## src/rtl/mole_pkg.sv

```systemverilog
// Shared types and constants for the whack-a-mole design.
// The screen uses the same NO_BOX encoding for "no mole up".
package mole_pkg;

    typedef enum logic [1:0] {
        IDLE,
        GAP,
        UP,
        DONE
    } state_t;

    localparam logic [3:0] NO_BOX    = 4'hF;
    localparam int         NUM_BOXES = 10;

endpackage

```

## src/rtl/lfsr8.sv

```systemverilog
// Free-running 8-bit Fibonacci LFSR, x^8+x^6+x^5+x^4+1.
// Shifts every clock so game randomness depends on start timing.
module lfsr8 #(
    parameter logic [7:0] SEED = 8'hA5
) (
    input  logic       clk,
    input  logic       rst,
    output logic [7:0] q
);

    always_ff @(posedge clk or posedge rst) begin
        if (rst) begin
            q <= SEED;
        end else begin
            q <= {q[6:0], q[7] ^ q[5] ^ q[4] ^ q[3]};
        end
    end

endmodule

```

## src/rtl/mole_game_ctrl.sv

```systemverilog
// Whack-a-mole game controller: random mole selection, timing and scoring.
// Drives the screen's selected_box; NO_BOX means no mole is up.
module mole_game_ctrl #(
    parameter int         NUM_BOXES  = mole_pkg::NUM_BOXES,
    parameter int         UP_CYCLES  = 100_000_000,
    parameter int         GAP_CYCLES = 25_000_000,
    parameter int         ROUNDS     = 30,
    parameter logic [7:0] LFSR_SEED  = 8'hA5
) (
    input  logic                 clk,
    input  logic                 rst,
    input  logic                 start,
    input  logic [NUM_BOXES-1:0] hit,
    output logic [3:0]           selected_box,
    output logic [7:0]           score,
    output logic [7:0]           round,
    output logic                 game_over
);

    import mole_pkg::*;

    localparam int TMAX = (UP_CYCLES > GAP_CYCLES) ? UP_CYCLES : GAP_CYCLES;
    localparam int TW   = (TMAX > 1) ? $clog2(TMAX) : 1;

    localparam logic [TW-1:0] UP_LOAD  = TW'(UP_CYCLES - 1);
    localparam logic [TW-1:0] GAP_LOAD = TW'(GAP_CYCLES - 1);
    localparam logic [7:0]    ROUNDS_L = 8'(ROUNDS);
    localparam logic [3:0]    LAST_BOX = 4'(NUM_BOXES - 1);

    state_t        state;
    logic [TW-1:0] timer;
    logic [3:0]    prev_box;
    logic [7:0]    lfsr;
    logic [3:0]    cand;
    logic [3:0]    next_box;
    logic          hit_act;

    lfsr8 #(
        .SEED(LFSR_SEED)
    ) u_lfsr (
        .clk(clk),
        .rst(rst),
        .q  (lfsr)
    );

    // Never show the same box twice in a row.
    always_comb begin
        cand     = 4'(32'(lfsr) % NUM_BOXES);
        next_box = cand;
        if (cand == prev_box) begin
            next_box = (cand == LAST_BOX) ? 4'd0 : cand + 4'd1;
        end
    end

    always_comb begin
        hit_act = 1'b0;
        for (int i = 0; i < NUM_BOXES; i++) begin
            if (selected_box == 4'(i)) begin
                hit_act = hit[i];
            end
        end
    end

    always_ff @(posedge clk or posedge rst) begin
        if (rst) begin
            state        <= IDLE;
            selected_box <= NO_BOX;
            score        <= 8'd0;
            round        <= 8'd0;
            game_over    <= 1'b0;
            timer        <= '0;
            prev_box     <= NO_BOX;
        end else begin
            unique case (state)
                IDLE, DONE: begin
                    selected_box <= NO_BOX;
                    if (start) begin
                        state     <= GAP;
                        score     <= 8'd0;
                        round     <= 8'd0;
                        game_over <= 1'b0;
                        timer     <= GAP_LOAD;
                    end
                end
                GAP: begin
                    if (timer != '0) begin
                        timer <= timer - 1'b1;
                    end else if (round == ROUNDS_L) begin
                        state     <= DONE;
                        game_over <= 1'b1;
                    end else begin
                        state        <= UP;
                        selected_box <= next_box;
                        prev_box     <= next_box;
                        round        <= round + 8'd1;
                        timer        <= UP_LOAD;
                    end
                end
                UP: begin
                    // A hit on the last cycle beats the timeout.
                    if (hit_act) begin
                        if (score != 8'hFF) begin
                            score <= score + 8'd1;
                        end
                        state        <= GAP;
                        selected_box <= NO_BOX;
                        timer        <= GAP_LOAD;
                    end else if (timer == '0) begin
                        state        <= GAP;
                        selected_box <= NO_BOX;
                        timer        <= GAP_LOAD;
                    end else begin
                        timer <= timer - 1'b1;
                    end
                end
                default: begin
                    state        <= IDLE;
                    selected_box <= NO_BOX;
                end
            endcase
        end
    end

endmodule

```

## config.mk

```make
export PLATFORM = sky130hd
export DESIGN_NAME = mole_game_ctrl
export DESIGN_NICKNAME = d
export VERILOG_FILES = /design/src/rtl/mole_pkg.sv /design/src/rtl/lfsr8.sv /design/src/rtl/mole_game_ctrl.sv
export SDC_FILE = /design/constraint.sdc
export NUM_CORES = 1
export LEC_CHECK = 0
export ABC_AREA = 1
export BUFFER_PORTS_ARGS = -buffer_cell sky130_fd_sc_hd__buf_2
export CAP_MARGIN = 20
export CORE_MARGIN = 2
export CORE_UTILIZATION = 60
export CTS_CLUSTER_DIAMETER = 80
export DETAILED_ROUTE_END_ITERATION = 7
export PLACE_DENSITY = 0.77
export REMOVE_ABC_BUFFERS = 1
export SLEW_MARGIN = 30
export SYNTH_ARGS = -nofsm -noshare
export SYNTH_HDL_FRONTEND = slang
export SYNTH_SLANG_ARGS = --single-unit
```

## constraint.sdc

```tcl
create_clock -name clk -period 3.8 [get_ports clk]
set_input_delay 0.19 -clock clk [delete_from_list [all_inputs] [get_ports clk]]
set_output_delay 0.19 -clock clk [all_outputs]
set_load 0.05 [all_outputs]
```

==> results <==
- The run finished with clean final reports.
- The die covers 0.00811 mm^2.
- The vias after detailed routing is 4428.
- The area overhead of the layout relative to synthesis is 21.7%.
- The global-route wire length before repair is 16.9 mm.
- For this run, the slowest stage of the critical path takes 360 ps.
- The area of the core is 0.00721 mm^2.
- The clock sink total is 62.
- The floorplan has 31 rows.
- The layout cell share with drive strength beyond 1 is 26.5%.
- The layout filler cell count is 588.
- By area the synthesized netlist is led by sky130_fd_sc_hd__dfrtp_1 28%, sky130_fd_sc_hd__nand2_1 11%, sky130_fd_sc_hd__inv_1 8.5%.
- CTS built an H-tree with a depth of 3.
- For this run, the post-layout net count is 718.
- For the worst setup path, the data required time is 4080 ps.
- The clock passes through at most 2 buffers.
- The transition time at the pin with the least slew margin is 727 ps.
- The total iterations of the first detailed-routing run is 5.
- The via count of the first global-routing pass was 3803.
- After detailed routing, the number of vias per cell comes to 5.53.
- The width of the die is 90.1 um.
- The post-synthesis cell area is 0.00444 mm^2.
- The max-capacitance violation count is 0.
- The buffer type at the clock tree root is sky130_fd_sc_hd__clkbuf_8.
- The max-slew violation count is 0.
- The number of nets with antenna violations after routing is 0.
- The standard cell with the maximum stage delay on the critical path is sky130_fd_sc_hd__dfrtp_1.
- For this block, the initial DRC count from the detailed router was 280.
- Each instance of the synthesized netlist takes up on average 7.07 um^2.
- The setup TNS is 0 ps.
- The most area-hungry cell type in the Yosys netlist is sky130_fd_sc_hd__dfrtp_1.
- During I/O placement, the number of pins put on the boundary was 34.
- The starting density of the core is 61.6%.
- The congestion estimate from routability-driven global placement came to 0.918.
- In this run the biggest area consumer among cell types represents 28.2% of the synthesized area.
- For this run, the share of the core covered by cells in the final layout is 74.9%.
- The count of port buffers added during placement is 33.
- The number of enable flip-flop cells after synthesis is 0.
- The most instantiated flip-flop cell in the synthesis netlist is sky130_fd_sc_hd__dfrtp_1.
- Of all flip-flops after synthesis, the portion carrying an async set or reset was 100%.
- The initial antenna violation count is 0.
- In the global route stage, overall resource usage came out at 25.2%.
- The half-perimeter wire length after placement is 7.51 mm.
- The shortest clock period the worst path allows after layout is 3690 ps.
- The path category of the worst min-delay check is in -> reg.
- TritonCTS built the clock tree.
- Between clock sinks in the finished design, the worst skew comes to 8.30 ps.
- Summed over all layers, the global routing overflow is 0.
- The worst IR drop on VDD is 0.501 mV.
- The number of hold violations in the final report is 0.
- The gate count after technology mapping is 628.
- Sequential elements use 35.3% of the synthesized area.
- Counting stages on the worst path, the most repeated cell is sky130_fd_sc_hd__nand2_2.
- In this run, synthesis produced a sequential element count of 62.
- Timing would allow up to 0.271 GHz.
- The clock edge transition at the registers on the reported setup and hold paths is 70 ps.
- 0 antenna diodes ended up in the layout.
- STA classifies the critical path startpoint as a register.
- The total CTS buffers is 9.
- In this run, distinct cell masters in the synthesized netlist total 49.
- The routed wire length is 11.1 mm.
- The post-route worst hold slack is 238 ps.
- The analysis attributes to cell leakage a power of 2.81 nW.
- The relative slew slack is 51.5%.
- The DRC violations left is 0.
- Setup violations remaining at the end of the flow were counted as 0.
- The classification of the worst setup path is reg -> reg.
- The Yosys warning count is 0.
- The power density normalized to cell area is 560 mW/mm^2.
- Prior to clock tree synthesis, the placed netlist has a worst setup slack of -42.9 ps.
- The critical path arrival is 3970 ps.
- At the later pin of the worst-skew pair, clock insertion delay measures 350 ps.
- Setup slack closes at 112 ps.
- The average wire length per cell after detail routing is 13.8 um.
- The overall die height is 90.1 um.
- Of all nets on the critical path, the largest fanout is 8.
- The final critical-path share of the clock period is 97.1%.
- The largest net degree at the start of global routing is 42.
- The kind of end point of the critical path is a register.
metal layers:
metal | vias to the layer above | wire length (um) | track usage, %
met5 | - | 0 | 0
met4 | 0 | 243 | 9.36
met3 | 26 | 556 | 4.27
met2 | 140 | 5310 | 40.4
met1 | 2069 | 4960 | 34.3
li1 | 2193 | - | -
layout make-up:
class	count	area [um^2]	area share, %
timing repair buffer	62	385	7.13
tap	99	124	2.29
sequential	62	1570	29.0
multi-input combinational	451	2670	49.5
clock buffer	12	155	2.87
inverter	111	430	7.96
clock inverter	4	70.1	1.30
metrics by stage:
step / area (um^2) / power [W] / instances
CTS: 4980 / 0.00298 / 778
detailed placement: 4750 / 0.00232 / 761
finish: 5410 / 0.00303 / 801
global route: 5410 / 0.00326 / 801
global placement: 4750 / 0.00228 / 761
floorplan: 4410 / 0.00195 / 622
cells in the final DEF, fill, tap and decap left out, types with 5 or more instances in the layout:
cell / netlist / final
sky130_fd_sc_hd__nand3_4: 0 / 5
sky130_fd_sc_hd__nand2_4: 4 / 14
sky130_fd_sc_hd__nand3_2: 10 / 9
sky130_fd_sc_hd__xnor2_1: 5 / 5
sky130_fd_sc_hd__nor3_1: 8 / 8
sky130_fd_sc_hd__ha_1: 8 / 6
sky130_fd_sc_hd__dfrtp_1: 50 / 50
sky130_fd_sc_hd__nand3_1: 42 / 38
sky130_fd_sc_hd__nand2_1: 128 / 109
sky130_fd_sc_hd__buf_4: 0 / 28
sky130_fd_sc_hd__nand2_2: 19 / 30
sky130_fd_sc_hd__inv_1: 101 / 95
sky130_fd_sc_hd__inv_4: 0 / 5
sky130_fd_sc_hd__a21oi_1: 26 / 23
sky130_fd_sc_hd__xor2_1: 14 / 13
sky130_fd_sc_hd__o221ai_1: 5 / 5
sky130_fd_sc_hd__o211ai_1: 5 / 5
sky130_fd_sc_hd__clkbuf_8: 0 / 11
sky130_fd_sc_hd__dfstp_2: 12 / 12
sky130_fd_sc_hd__nor2_4: 3 / 6
sky130_fd_sc_hd__nor2_1: 76 / 74
sky130_fd_sc_hd__o21ai_0: 31 / 31
sky130_fd_sc_hd__inv_2: 9 / 9
sky130_fd_sc_hd__nand4_1: 20 / 20
sky130_fd_sc_hd__o22ai_1: 5 / 5
sky130_fd_sc_hd__buf_2: 2 / 33
where the power goes:
part	total, W	leakage [nW]	switching, W	internal [W]
combinational	0.00138	1.92	0.000941	0.000444
clock	0.000652	0.116	0.000249	0.000403
sequential	0.000989	0.774	0.000166	0.000822
Yosys cell counts, drive strengths merged (4+ instances only):
| cell | count |
|---|---|
| o22ai | 5 |
| a21oi | 26 |
| o211ai | 5 |
| nand2 | 151 |
| nor3 | 12 |
| dfrtp | 50 |
| xor2 | 14 |
| inv | 110 |
| dfstp | 12 |
| ha | 8 |
| o21ai | 34 |
| nor2 | 82 |
| xnor2 | 5 |
| or2 | 4 |
| nand3 | 52 |
| nand4 | 22 |
| a31oi | 4 |
| o221ai | 5 |
critical path: cells and delay by family (launching register included):
kind | cells | cell delay (ps)
buffers and inverters | 5 | 320
adders and majority gates | 2 | 300
and+or+nand+nor | 24 | 2630
DFF | 1 | 360
flip-flops by register name, summed over array words and instances, names as in the netlist:
register / count
score: 8
u_lfsr.q: 8
prev_box: 4
state: 2
round: 8
selected_box: 4
timer: 27
game_over: 1
path summary, 6_finish.rpt:
kind,from,endpoint,slack [ps],cells after the start
max,u_lfsr.q[6],prev_box[1],110,31
min in group asynchronous,rst,round[5],490,3
max reg2reg,u_lfsr.q[6],prev_box[1],110,31
min reg2reg,u_lfsr.q[2],u_lfsr.q[3],430,0
min,start,timer[26],240,4
max in group asynchronous,rst,timer[14],2550,4
kinds of logic after synthesis:
| family | after synthesis | synth area share (%) |
|---|---|---|
| adder cells (fa/ha/maj) | 8 | 2.25 |
| AO/OA/AOI/OAI | 92 | 12.3 |
| flip-flops | 62 | 35.3 |
| AND/OR/NAND/NOR | 330 | 36.4 |
| buffers and inverters | 117 | 10.1 |
| XOR/XNOR | 19 | 3.75 |
repair_timing:
action                                 CTS  global route
pin swaps                                0            38
hold buffers                             0             1
setup endpoints to repair                8            29
endpoints found under the hold margin    0             4
cloned                                   0             2
resized for setup                        0            64
buffers inserted                         1            20
(Power assumes the default switching activity.)
